**src/rtl/cntl_mc_hs.sv**
```systemverilog
//------------------------------------------------------------------------------
// cntl_mc_hs : multi-cycle RV32I/RV64I Moore control unit with memory handshake
// Optional build macro: ILLEGAL_TRAP_EN (trap illegal opcodes instead of NOP)
// Revision  : 1.0  initial release
//------------------------------------------------------------------------------
`default_nettype none

module cntl_mc_hs #(
  parameter int XLEN   = 32,
  parameter int MEM_TO = 0
) (
  input  logic            clk,
  input  logic            rst,
  input  logic [31:0]     instruction,
  input  logic            bcond,
  input  logic            mem_ready,
  output logic            mem_req,
  output logic            mem_sel,
  output logic            mem_wr_en,
  output logic [1:0]      memory_size,
  output logic            mem_unsigned,
  output logic            load_ir,
  output logic            load_mdr,
  output logic            pc_update,
  output logic            reg_file_wr_en,
  output logic            wr_reg_mux_sel,
  output logic            op1_sel,
  output logic [1:0]      op2_sel,
  output logic [1:0]      alu_demux,
  output logic [4:0]      alu_ctrl,
  output logic [XLEN-1:0] immediate,
  output logic            illegal,
  output logic            mem_err,
  output logic [4:0]      curr_state
);

  localparam logic [4:0] S_FETCH    = 5'd0,  S_LOAD_IR  = 5'd1,  S_DECODE   = 5'd2;
  localparam logic [4:0] S_EXEC     = 5'd3,  S_ADDR     = 5'd4,  S_MEM      = 5'd5;
  localparam logic [4:0] S_LOAD_MDR = 5'd6,  S_LOAD_WR  = 5'd7,  S_WB       = 5'd8;
  localparam logic [4:0] S_BR_CMP   = 5'd9,  S_BR_TGT   = 5'd10, S_LINK     = 5'd11;
  localparam logic [4:0] S_LINK_WR  = 5'd12, S_JUMP_TGT = 5'd13, S_PC_ADD   = 5'd14;
  localparam logic [4:0] S_PC_WR    = 5'd15, S_TRAP     = 5'd16;

  localparam logic [4:0] OP_LOAD = 5'b00000, OP_STORE = 5'b01000, OP_BRANCH = 5'b11000;
  localparam logic [4:0] OP_JALR = 5'b11001, OP_JAL   = 5'b11011, OP_IMM    = 5'b00100;
  localparam logic [4:0] OP_REG  = 5'b01100, OP_LUI   = 5'b01101, OP_AUIPC  = 5'b00101;

  logic [4:0]  w_opcode;
  logic [2:0]  w_f3;
  logic        w_is_r, w_is_i, w_is_lui, w_is_auipc, w_is_load, w_is_store;
  logic        w_is_br, w_is_jal, w_is_jalr, w_legal;
  logic [4:0]  w_alu;
  logic [31:0] w_imm32;
  logic [4:0]  w_next_state;
  logic        w_wd_expire;

  assign w_opcode   = instruction[6:2];
  assign w_f3       = instruction[14:12];
  assign w_is_r     = (w_opcode == OP_REG);
  assign w_is_i     = (w_opcode == OP_IMM);
  assign w_is_lui   = (w_opcode == OP_LUI);
  assign w_is_auipc = (w_opcode == OP_AUIPC);
  assign w_is_load  = (w_opcode == OP_LOAD);
  assign w_is_store = (w_opcode == OP_STORE);
  assign w_is_br    = (w_opcode == OP_BRANCH);
  assign w_is_jal   = (w_opcode == OP_JAL);
  assign w_is_jalr  = (w_opcode == OP_JALR);
  assign w_legal    = (instruction[1:0] == 2'b11) &&
                      (w_is_r || w_is_i || w_is_lui || w_is_auipc || w_is_load ||
                       w_is_store || w_is_br || w_is_jal || w_is_jalr);

  always_comb begin
    w_alu = 5'b00000;
    if (w_is_r)
      w_alu = {1'b0, instruction[30], w_f3};
    else if (w_is_i) begin
      if (w_f3 == 3'b010 || w_f3 == 3'b011) w_alu = {2'b01, w_f3};
      else if (w_f3 == 3'b101)             w_alu = {1'b0, instruction[30], w_f3};
      else                                 w_alu = {2'b00, w_f3};
    end
    else if (w_is_br)  w_alu = {2'b10, w_f3};
    else if (w_is_lui) w_alu = 5'b11000;
  end

  always_comb begin
    w_imm32 = 32'd0;
    if (w_is_i || w_is_load || w_is_jalr)
      w_imm32 = {{20{instruction[31]}}, instruction[31:20]};
    else if (w_is_store)
      w_imm32 = {{20{instruction[31]}}, instruction[31:25], instruction[11:7]};
    else if (w_is_br)
      w_imm32 = {{19{instruction[31]}}, instruction[31], instruction[7],
                 instruction[30:25], instruction[11:8], 1'b0};
    else if (w_is_lui || w_is_auipc)
      w_imm32 = {instruction[31:12], 12'd0};
    else if (w_is_jal)
      w_imm32 = {{11{instruction[31]}}, instruction[31], instruction[19:12],
                 instruction[20], instruction[30:21], 1'b0};
  end

  // Completion has priority over watchdog expiry in the same cycle.
  always_comb begin
    w_next_state = curr_state;
    case (curr_state)
      S_FETCH:    w_next_state = mem_ready ? S_LOAD_IR : (w_wd_expire ? S_TRAP : S_FETCH);
      S_LOAD_IR:  w_next_state = S_DECODE;
      S_DECODE: begin
        if (!w_legal)
`ifdef ILLEGAL_TRAP_EN
          w_next_state = S_TRAP;
`else
          w_next_state = S_PC_ADD;
`endif
        else if (w_is_r || w_is_i || w_is_lui || w_is_auipc) w_next_state = S_EXEC;
        else if (w_is_load || w_is_store)                     w_next_state = S_ADDR;
        else if (w_is_br)                                     w_next_state = S_BR_CMP;
        else                                                  w_next_state = S_LINK;
      end
      S_EXEC:     w_next_state = S_WB;
      S_WB:       w_next_state = S_PC_ADD;
      S_ADDR:     w_next_state = S_MEM;
      S_MEM:      w_next_state = mem_ready ? (w_is_store ? S_PC_ADD : S_LOAD_MDR)
                                           : (w_wd_expire ? S_TRAP : S_MEM);
      S_LOAD_MDR: w_next_state = S_LOAD_WR;
      S_LOAD_WR:  w_next_state = S_PC_ADD;
      S_BR_CMP:   w_next_state = bcond ? S_BR_TGT : S_PC_ADD;
      S_BR_TGT:   w_next_state = S_PC_WR;
      S_LINK:     w_next_state = S_LINK_WR;
      S_LINK_WR:  w_next_state = S_JUMP_TGT;
      S_JUMP_TGT: w_next_state = S_PC_WR;
      S_PC_ADD:   w_next_state = S_PC_WR;
      S_PC_WR:    w_next_state = S_FETCH;
      S_TRAP:     w_next_state = S_TRAP;
      default:    w_next_state = S_FETCH;
    endcase
  end

  generate
    if (MEM_TO > 0) begin : g_wd
      localparam int WD_W = $clog2(MEM_TO + 1);
      logic [WD_W-1:0] r_wd_cnt;
      logic            w_waiting;
      assign w_waiting   = ((curr_state == S_FETCH) || (curr_state == S_MEM)) && !mem_ready;
      assign w_wd_expire = w_waiting && (r_wd_cnt == WD_W'(MEM_TO - 1));
      always_ff @(posedge clk) begin
        if (rst || (w_next_state != curr_state)) r_wd_cnt <= '0;
        else if (w_waiting)                      r_wd_cnt <= r_wd_cnt + 1'b1;
      end
    end else begin : g_no_wd
      assign w_wd_expire = 1'b0;
    end
  endgenerate

  // Strobes are decoded from the next state so they line up with curr_state.
  always_ff @(posedge clk) begin
    if (rst) begin
      curr_state     <= S_FETCH;
      mem_req        <= 1'b1;
      {mem_sel, mem_wr_en, load_ir, load_mdr, pc_update} <= 5'd0;
      {reg_file_wr_en, wr_reg_mux_sel, op1_sel}         <= 3'd0;
      op2_sel        <= 2'b00;
      alu_demux      <= 2'b00;
      alu_ctrl       <= 5'd0;
      immediate      <= '0;
      memory_size    <= 2'b00;
      mem_unsigned   <= 1'b0;
      mem_err        <= 1'b0;
    end else begin
      curr_state     <= w_next_state;
      mem_req        <= (w_next_state == S_FETCH) || (w_next_state == S_MEM);
      mem_sel        <= (w_next_state == S_MEM);
      mem_wr_en      <= (w_next_state == S_MEM) && w_is_store;
      load_ir        <= (w_next_state == S_LOAD_IR);
      load_mdr       <= (w_next_state == S_LOAD_MDR);
      pc_update      <= (w_next_state == S_PC_WR);
      reg_file_wr_en <= (w_next_state == S_WB) || (w_next_state == S_LOAD_WR) ||
                        (w_next_state == S_LINK_WR);
      wr_reg_mux_sel <= (w_next_state == S_LOAD_WR);
      op1_sel        <= ((w_next_state == S_EXEC) && w_is_auipc) ||
                        (w_next_state == S_BR_TGT) || (w_next_state == S_LINK) ||
                        ((w_next_state == S_JUMP_TGT) && !w_is_jalr) ||
                        (w_next_state == S_PC_ADD);
      case (w_next_state)
        S_EXEC:     op2_sel <= w_is_r ? 2'b01 : 2'b10;
        S_BR_CMP:   op2_sel <= 2'b01;
        S_ADDR, S_BR_TGT, S_JUMP_TGT: op2_sel <= 2'b10;
        default:    op2_sel <= 2'b00;
      endcase
      case (w_next_state)
        S_EXEC, S_LINK: alu_demux <= 2'b01;
        S_ADDR:         alu_demux <= 2'b10;
        default:        alu_demux <= 2'b00;
      endcase
      alu_ctrl       <= ((w_next_state == S_EXEC) || (w_next_state == S_BR_CMP)) ? w_alu : 5'd0;
      if (curr_state == S_DECODE) begin
        immediate    <= XLEN'($signed(w_imm32));
        memory_size  <= instruction[13:12];
        mem_unsigned <= instruction[14];
      end
      mem_err        <= mem_err | w_wd_expire;
    end
  end

`ifdef ILLEGAL_TRAP_EN
  always_ff @(posedge clk) begin
    if (rst) illegal <= 1'b0;
    else     illegal <= illegal | ((curr_state == S_DECODE) && !w_legal);
  end
`else
  assign illegal = 1'b0;
`endif

endmodule

`default_nettype wire

```
**config.mk**
```make
export PLATFORM = sky130hd
export DESIGN_NAME = cntl_mc_hs
export DESIGN_NICKNAME = d
export VERILOG_FILES = /design/src/rtl/cntl_mc_hs.sv
export SDC_FILE = /design/constraint.sdc
export NUM_CORES = 1
export LEC_CHECK = 0
export CORE_ASPECT_RATIO = 2
export CORE_MARGIN = 8
export CORE_UTILIZATION = 30
export CTS_CLUSTER_DIAMETER = 200
export CTS_CLUSTER_SIZE = 10
export DETAILED_ROUTE_END_ITERATION = 7
export SYNTH_ARGS = -nofsm -noshare
export SYNTH_HDL_FRONTEND = slang
export SYNTH_SLANG_ARGS = --single-unit
```
**constraint.sdc**
```tcl
create_clock -name clk -period 3.4 [get_ports clk]
set_input_delay 0.51 -clock clk [delete_from_list [all_inputs] [get_ports clk]]
set_output_delay 0.51 -clock clk [all_outputs]
set_load 0.1 [all_outputs]
```
* After elaboration in Yosys (flattened, before gate mapping)
Cells that the tools add are included.
** Word-level totals
- Register bits :: 58
- Output and inout port bits :: 60
- Logic and storage cells :: 117
** Operators by class
- Eq/ne operators :: 41
- Multiplexer cells :: 23
- Bitwise operators :: 1
- Reduce and logical (&&, ||, !) cells :: 35
** Operators with widths (number)
- 2-to-1 mux 32 bit :: 5
- equality test 5 x 4 -> 1 bit, second input constant :: 18
- case mux 5 bit (13 select lines) :: 1
- equality test 5 x 3 -> 1 bit, second input constant :: 10
- 2-to-1 mux 4 bit :: 8
- logical OR 1 bit :: 21
- equality test 5 bit, second input constant :: 4
- equality test 5 x 2 -> 1 bit, second input constant :: 3
- logical NOT 5 bit :: 3
- 2-to-1 mux 5 bit :: 3
- equality test 5 x 1 -> 1 bit, second input constant :: 2
- OR reduction 3 bit :: 3
- equality test 3 x 2 -> 1 bit, second input constant :: 2
- case mux 2 bit (3 select lines) :: 1
- OR reduction 2 bit :: 3
- logical AND 1 bit :: 4
- 2-to-1 mux 2 bit :: 2
- case mux 2 bit (2 select lines) :: 1
- equality test 3 bit, second input constant :: 1
- 2-to-1 mux 3 bit :: 1
- equality test 2 bit, second input constant :: 1
- logical NOT 1 bit :: 1
- 2-to-1 mux 1 bit :: 1
- inverter 1 bit :: 1

* Logic depth before layout (Yosys ltp)
Gate-level depths: netlist of the first run.
- Depth in word-level cells :: 18
- Gate-level depth with buffers :: 9
- Gate-level depth less buffers :: 6

* Worst setup path before layout of the first run
No wires, ideal clock.
- Kind :: reg-to-reg
- From :: register curr_state[1]
- To :: register reg_file_wr_en
- Setup time :: 71 ps
- Data arrival time :: 2673 ps
- Path slack :: 657 ps
- Stages on the path, launching flop included :: 8
- Period minus slack after synthesis :: 2743 ps
- Cells stage by stage :: dfxtp_1 buf_2 nand3_4 or3_1 and2_1 buf_6 or4_1 a21oi_1
** On the way
- Cells in the longest elaborated chain, start to end :: 6
- Elaborated cells between the ends (all ways) :: 24
- Those cells by class :: eq/ne: 18; mux: 1; reduce/logical: 5
** Ends and longest elaborated chain
- from (decl) :: line 34 : output logic [4:0] curr_state
- from (signal assigned) :: line 169 : curr_state <= w_next_state;
- equality test 5 x 4 -> 1 bit / equality test 5 x 3 -> 1 bit (equally long branches) :: line 104 : case (curr_state)
- OR reduction 3 bit (no line) / OR reduction 2 bit (equally long branches)
- case mux 5 bit (13 select lines) * :: line 104
- equality test 5 x 4 -> 1 bit / equality test 5 x 3 -> 1 bit (equally long branches) :: line 176 : reg_file_wr_en <= (w_next_state == S_WB) || (w_next_state == S_LOAD_WR) ||
- logical OR 1 bit :: line 176
- logical OR 1 bit * :: line 176
- to (signal assigned) :: line 176
- to (decl) :: line 25 : output logic reg_file_wr_en,
Every way passes the cells marked *; elsewhere a longest branch is shown, timed or not.
A chain may end at the register's enable or synchronous reset.

* Worst setup path in the final report of the first run
- From :: input port instruction[6]
- To :: register reg_file_wr_en
** On the way
- Cells in the longest elaborated chain, start to end :: 15
- Elaborated cells between the ends (all ways) :: 31
- Those cells by class :: eq/ne: 11; mux: 7; reduce/logical: 13
** Ends and longest elaborated chain
- from (decl) :: line 14 : input logic [31:0] instruction,
- equality test 5 x 4 -> 1 bit / equality test 5 x 3 -> 1 bit (equally long branches) :: line 59, 60
- logical OR 1 bit (3 in series) :: line 69, 114
- logical OR 1 bit (2 in series) :: line 69 : (w_is_r || w_is_i || w_is_lui || w_is_auipc || w_is_load ||
- logical OR 1 bit (3 in series) :: line 70 : w_is_store || w_is_br || w_is_jal || w_is_jalr);
- logical AND 1 bit :: line 68 : assign w_legal = (instruction[1:0] == 2'b11) &&
- 2-to-1 mux 4 bit :: line 108 : if (!w_legal)
- case mux 5 bit (13 select lines) * :: line 104
- equality test 5 x 4 -> 1 bit / equality test 5 x 3 -> 1 bit (equally long branches) :: line 176
- logical OR 1 bit :: line 176
- logical OR 1 bit * :: line 176
Marked as above.

==> results of run 1 <==
## area by class of cell
class	instances	area [sq um]
Fill cell	892	4700
Multi-Input combinational cell	228	1320
Sequential cell	58	1160
Timing Repair Buffer	101	976
Clock buffer	10	239
Tap cell	100	125
Clock inverter	6	42.5
Inverter	7	26.3
## layer usage
| metal | routed length [um] | GRT usage | up-vias |
|---|---|---|---|
| met5 | 0 | 0 | - |
| met4 | 311 | 0.0947 | 0 |
| met3 | 501 | 0.0423 | 20 |
| met2 | 4830 | 0.264 | 67 |
| met1 | 3100 | 0.136 | 1246 |
| li1 | - | - | 1307 |
## state kept, by name, indices dropped and copies added (netlist names), 2 cells and up
register and flops:
alu_ctrl 5, op2_sel 2, alu_demux 2, curr_state 5
memory_size 2, immediate 32
## metrics by stage
| step | total power (uW) | worst slack, ps | std cells |
|---|---|---|---|
| floorplan | 2910 | 657 | 319 |
| global placement | 3420 | 545 | 494 |
| detailed placement | 3440 | 529 | 494 |
| CTS | 4290 | 855 | 510 |
| global route | 4450 | 591 | 510 |
| finish | 4240 | 746 | 510 |
## power groups by stage
stage                     Combinational [uW]  Clock, uW  Sequential [uW]
after global placement                  2450          0              977
after CTS                               2470        847              970
final                                   2450        824              967
after detailed placement                2460          0              980
after floorplan                          803          0             2100
after global routing                    2580        877              991
## cells in the mapped netlist (all sizes together) (3+ instances only)
master / instances / area share
dfxtp: 58 / 0.44
nor2b: 5 / 0.012
nand3: 4 / 0.012
nor4: 8 / 0.019
inv: 7 / 0.010
nor2: 50 / 0.077
nand3b: 3 / 0.0086
a211oi: 4 / 0.011
mux2: 5 / 0.021
clkbuf: 10 / 0.015
buf: 16 / 0.034
and3: 4 / 0.0095
o21ai: 7 / 0.015
nand2b: 7 / 0.017
a21oi: 35 / 0.071
nand2: 16 / 0.023
or4: 3 / 0.0086
o211ai: 3 / 0.0086
a31oi: 3 / 0.0071
a22oi: 10 / 0.029
nor3: 32 / 0.061
## path summary, 6_finish.rpt
check / from / end / cells after the start
worst min register to register: memory_size[1] / memory_size[1] / 2
worst max-delay path: instruction[6] / reg_file_wr_en / 6
worst max register to register: curr_state[1] / immediate[21] / 6
worst min-delay path: memory_size[1] / memory_size[1] / 2
## cells in the final DEF (no fill, tap or decap), drive strengths merged, types with 5 or more instances in the layout
cell type       n
o21ai           7
mux2            5
nor2b           5
nand2          16
nor4            8
inv             7
a21oi          35
a22oi          10
buf            14
clkbuf         10
nand2b          7
clkdlybuf4s50  87
nor3           32
nor2           50
dfxtp          58
## cell families after synthesis
family                 share of synthesized area
AND/OR/NAND/NOR                            0.282
AO/OA/AOI/OAI                              0.182
flip-flops                                 0.441
buffers and inverters                     0.0585
multiplexers                              0.0252
XOR/XNOR                                 0.00951
other                                    0.00143
## worst register-to-register path, delay by kind of cell, from the launching register on
family,cells,cell delay (ps)
AOI/OAI and AO/OA,2,320
and+or+nand+nor,3,1050
buffers and inverters,1,370
DFF,1,580
==> results.toml, run 1 <==
[drt]
num_vias = 2640
finalWirelength_mm = 8.74
first_iter_violations = 135
drt_pre_antenna_iters = 4
avgViaCountPerCell = 5.18
drc = 0
wl_per_cell_um = 17.1
drtAntennaViolNets = 0

[clock_tree]
post_cts_buffers = 0
cts_resized = 0
cts_buffer_depth = 2
cts_sinks = 58
numCtsBuffers = 9
ctsHoldBuffers = 0
clock_latency_ps = 330
clockRootBuffer = "clkbuf_16"
cts_tree = "yes"
clk_pin_slew_worst_paths_ps = 50
htreeDepth = 3

[placement]
numPortBuffers = 93
place_area_sq_um = 3610
place_congestion = 0.849
place_hpwl_mm = 6.73

[die]
core_sq_um = 8590
io_pins = 96
die_area_sq_um = 12200
rows = 48
initial_core_util = 0.306
die_w_um = 82.2
chipHeight_um = 148

[sta]
worst_pin_slew_ps = 1020
drv_slew = 0
period_minus_slack_ps = 2650
finalCritPeriodShare = 0.781
max_freq_ghz = 0.377
finalSetupViolCount = 0
timing.slew.headroom = 0.316
skew_ps = 4.15
hold_viol_final = 0
finalSetupTns_ps = 0
fin_hold_ws_ps = 462
rsz0062_at_grt = "false"

[min_path]
hp-class = "reg2reg"

[critical_path]
crit_path_top_delay_cell = "nor4_1"
critPathKind = "in2reg"
crit_path_max_incr_delay_ps = 680
cp_common_cell = "a21oi_1"
path_buf_inv = 1
crit_chain = "clkdlybuf4s50_1 > nor4_1 > a21oi_1 > and2_1 > or4_1 > a21oi_1"
critPathArrivalTime_ps = 2920
r2r_setup_slack_ps = 930
worst_setup_path_start_kind = "input pin"
end_kind = "flip-flop"
crit_required_ps = 3660
critical_path.top_delay_family = "simple AND/OR/NAND/NOR gates"
crit_fanout = 10

[final_layout]
drive_above_1_share = 0.112
fin_area_sq_um = 3890
fin_nets = 441
syn_to_final_growth_pct = 47.8
antenna_cells = 0
fin_util = 0.453

[yosys]
yosysWarnings = 0
synth.distinct_cells = 52
synth_area_sq_um = 2630
async_flop_share = 0
synth-edff-count = 0
ys.flop_type = "dfxtp_1"
synthCells = 318
synth-seq-area-share = 0.441
syn_avg_cell_area_sq_um = 8.27
ys_seq_elements = 58

[power_and_ir_drop]
power.density_nw_per_um2 = 1090
power_frac_comb = 0.578
intPower_uw = 1960
p_sw_uw = 2280
p_sw_frac = 0.538
ir_drop_uv = 583
p_leak_uw = 0.00141
clockPowerShare = 0.194
seq_power_share = 0.228

[status]
status = "finished clean"

[global_route]
antenna_found_initial = 0
grt_pass1_wl_mm = 13.5
grt_pass1_vias = 2686
grt_usage = 0.148
grt-ovfl-total = 0
grt_max_degree = 22

[flow_run]
drv_cap = 0
Power figures use the tool's default switching activity.
==> inputs of run 2 (changes only) <==
==> constraint.sdc (replaced) <==
create_clock -name clk -period 2.45 [get_ports clk]
set_input_delay 0.3675 -clock clk [delete_from_list [all_inputs] [get_ports clk]]
set_output_delay 0.3675 -clock clk [all_outputs]
set_load 0.1 [all_outputs]
==> run 2 against run 1 <==
Compared with the run above: total power increased by 47%; non-clock buffer count increased by 33; core utilization increased by 1.8 points; cell area increased by 3.9%; wire length increased by 0.49%; sequential cell count unchanged; sequential share of layout area decreased by 0.97 points; global-route usage increased by 0.19 points; worst setup slack got worse by 630 ps; combinational power increased by 49%; first-iteration DRC count decreased by 2.2%; clock-buffer cell count unchanged; critical path type unchanged; critical endpoint unchanged.
==> results.toml, run 2 (synthesis results as in run 1) <==
[final_layout]
largest_registers = "immediate: 32 flops, alu_ctrl: 5 flops, curr_state: 5 flops"
largest_register_ffs = 32
fin_nets = 474
antenna_cells = 0
regMostFlops = "immediate"
fin_area_sq_um = 4040
instances_no_fill = 543
layout_common_cells = "99 x buf_4, 53 x dfxtp_1, 48 x nor2_1, 35 x clkdlybuf4s50_1, 34 x a21oi_1"
layout_commonest_cell = "buf_4"
drive_above_1_share = 0.312
syn_to_final_growth_pct = 53.6

[sta]
period_minus_slack_ps = 2330
drv_slew = 0
finalSetupViolCount = 0
finalCritPeriodShare = 0.952
hold_viol_final = 0
max_freq_ghz = 0.429
skew_ps = 6.58
worst_slack_ps = 118

[drt]
drt_pre_antenna_iters = 4
drtAntennaViolNets = 0
first_iter_violations = 132
wl_per_cell_um = 16.2
avgViaCountPerCell = 5.02
finalWirelength_mm = 8.79
drc = 0
num_vias = 2726

[placement]
place_hpwl_mm = 7.06
place_congestion = 0.867
numPortBuffers = 93
dp_cells = 527
place_area_sq_um = 3730
preCtsSetupSlack_ps = -249

[global_route]
antenna_found_initial = 0
grt_max_degree = 31
grt_pass1_wl_mm = 14.0
grt_usage = 0.150
grt-ovfl-total = 0
grt_pass1_vias = 2846

[critical_path]
crit_required_ps = 2700
end_kind = "flip-flop"
worst_setup_path_start_kind = "input pin"
critPathArrivalTime_ps = 2590
critPathKind = "in2reg"
crit_fanout = 13

[clock_tree]
cts_tree = "yes"
post_cts_buffers = 0
numCtsBuffers = 9
ctsHoldBuffers = 0
cts_resized = 0
clk_pin_slew_worst_paths_ps = 50
htreeDepth = 3
cts_sinks = 58
clockRootBuffer = "clkbuf_16"
clock_latency_ps = 330
cts_buffer_depth = 2

[power_and_ir_drop]
power.density_nw_per_um2 = 1550
power_uw = 6250
ir_drop_uv = 758
p_leak_uw = 0.00169

[flow_run]
drv_cap = 0

[die]
initial_core_util = 0.306
rows = 48
die_area_sq_um = 12200
core_sq_um = 8590
die_w_um = 82.2
chipHeight_um = 148
io_pins = 96

[status]
status = "finished clean"

[min_path]
hp-class = "reg2reg"
-- run 2: cell types whose count changed in the layout (fill, tap and decap cells not counted), moves of 5 or more --
cell	change
dfxtp_1	-5
dfxtp_2	+5
clkdlybuf4s50_1	-52
buf_4	+85
-- run 2: report_power, final --
part	leakage [uW]	internal, uW	switching, uW	total (uW)
clock network	0.000149	814	432	1250
registers	0.000474	1180	171	1350
logic	0.00106	1050	2610	3650
-- run 2: final timing paths --
path	startpoint	end	slack, ps	depth (start not counted)
worst max-delay path	instruction[3]	reg_file_wr_en	120	8
worst min-delay path	immediate[31]	immediate[31]	470	2
worst max register to register	curr_state[0]	alu_ctrl[0]	410	8
worst min register to register	immediate[31]	immediate[31]	470	2
-- run 2: routing by layer --
| metal | vias to the layer above | wire length, um | track usage |
|---|---|---|---|
| met5 | - | 0 | 0 |
| met4 | 0 | 272 | 0.0814 |
| met3 | 17 | 495 | 0.0514 |
| met2 | 76 | 5010 | 0.272 |
| met1 | 1259 | 3010 | 0.135 |
| li1 | 1374 | - | - |
-- run 2: critical path, stage by stage --
cell	delay, ps
clkdlybuf4s50_1	550
buf_4	210
nor2b_1	210
nor3_2	70
or3_1	330
and2_1	200
or4_1	520
a21oi_1	130
-- run 2: area by class of cell --
type                       count  area (sq um)
clock buffer                  10           239
clock inverter                 6          65.1
fill                         875          4550
inverter                       7          26.3
multi-input combinational    228          1330
sequential                    58          1170
tap                          100           125
timing repair buffer         134          1090
-- run 2: per-stage QoR --
stage	hold WS, ps	util	TNS, ps
CTS	466	0.470	0
global route	487	0.471	-20.5
detailed placement	453	0.435	-3340
floorplan	504	-	0
global placement	458	0.435	-2030
finish	468	0.471	0
==> inputs of run 3 (changes only) <==
--- a/config.mk
+++ b/config.mk
@@ -11,6 +11,7 @@
 export CTS_CLUSTER_DIAMETER = 200
 export CTS_CLUSTER_SIZE = 10
 export DETAILED_ROUTE_END_ITERATION = 7
+export SLEW_MARGIN = 20
 export SYNTH_ARGS = -nofsm -noshare
 export SYNTH_HDL_FRONTEND = slang
 export SYNTH_SLANG_ARGS = --single-unit
==> results of run 3 <==
Same layout as run 2: the final DEF is identical, and so are final timing and power.
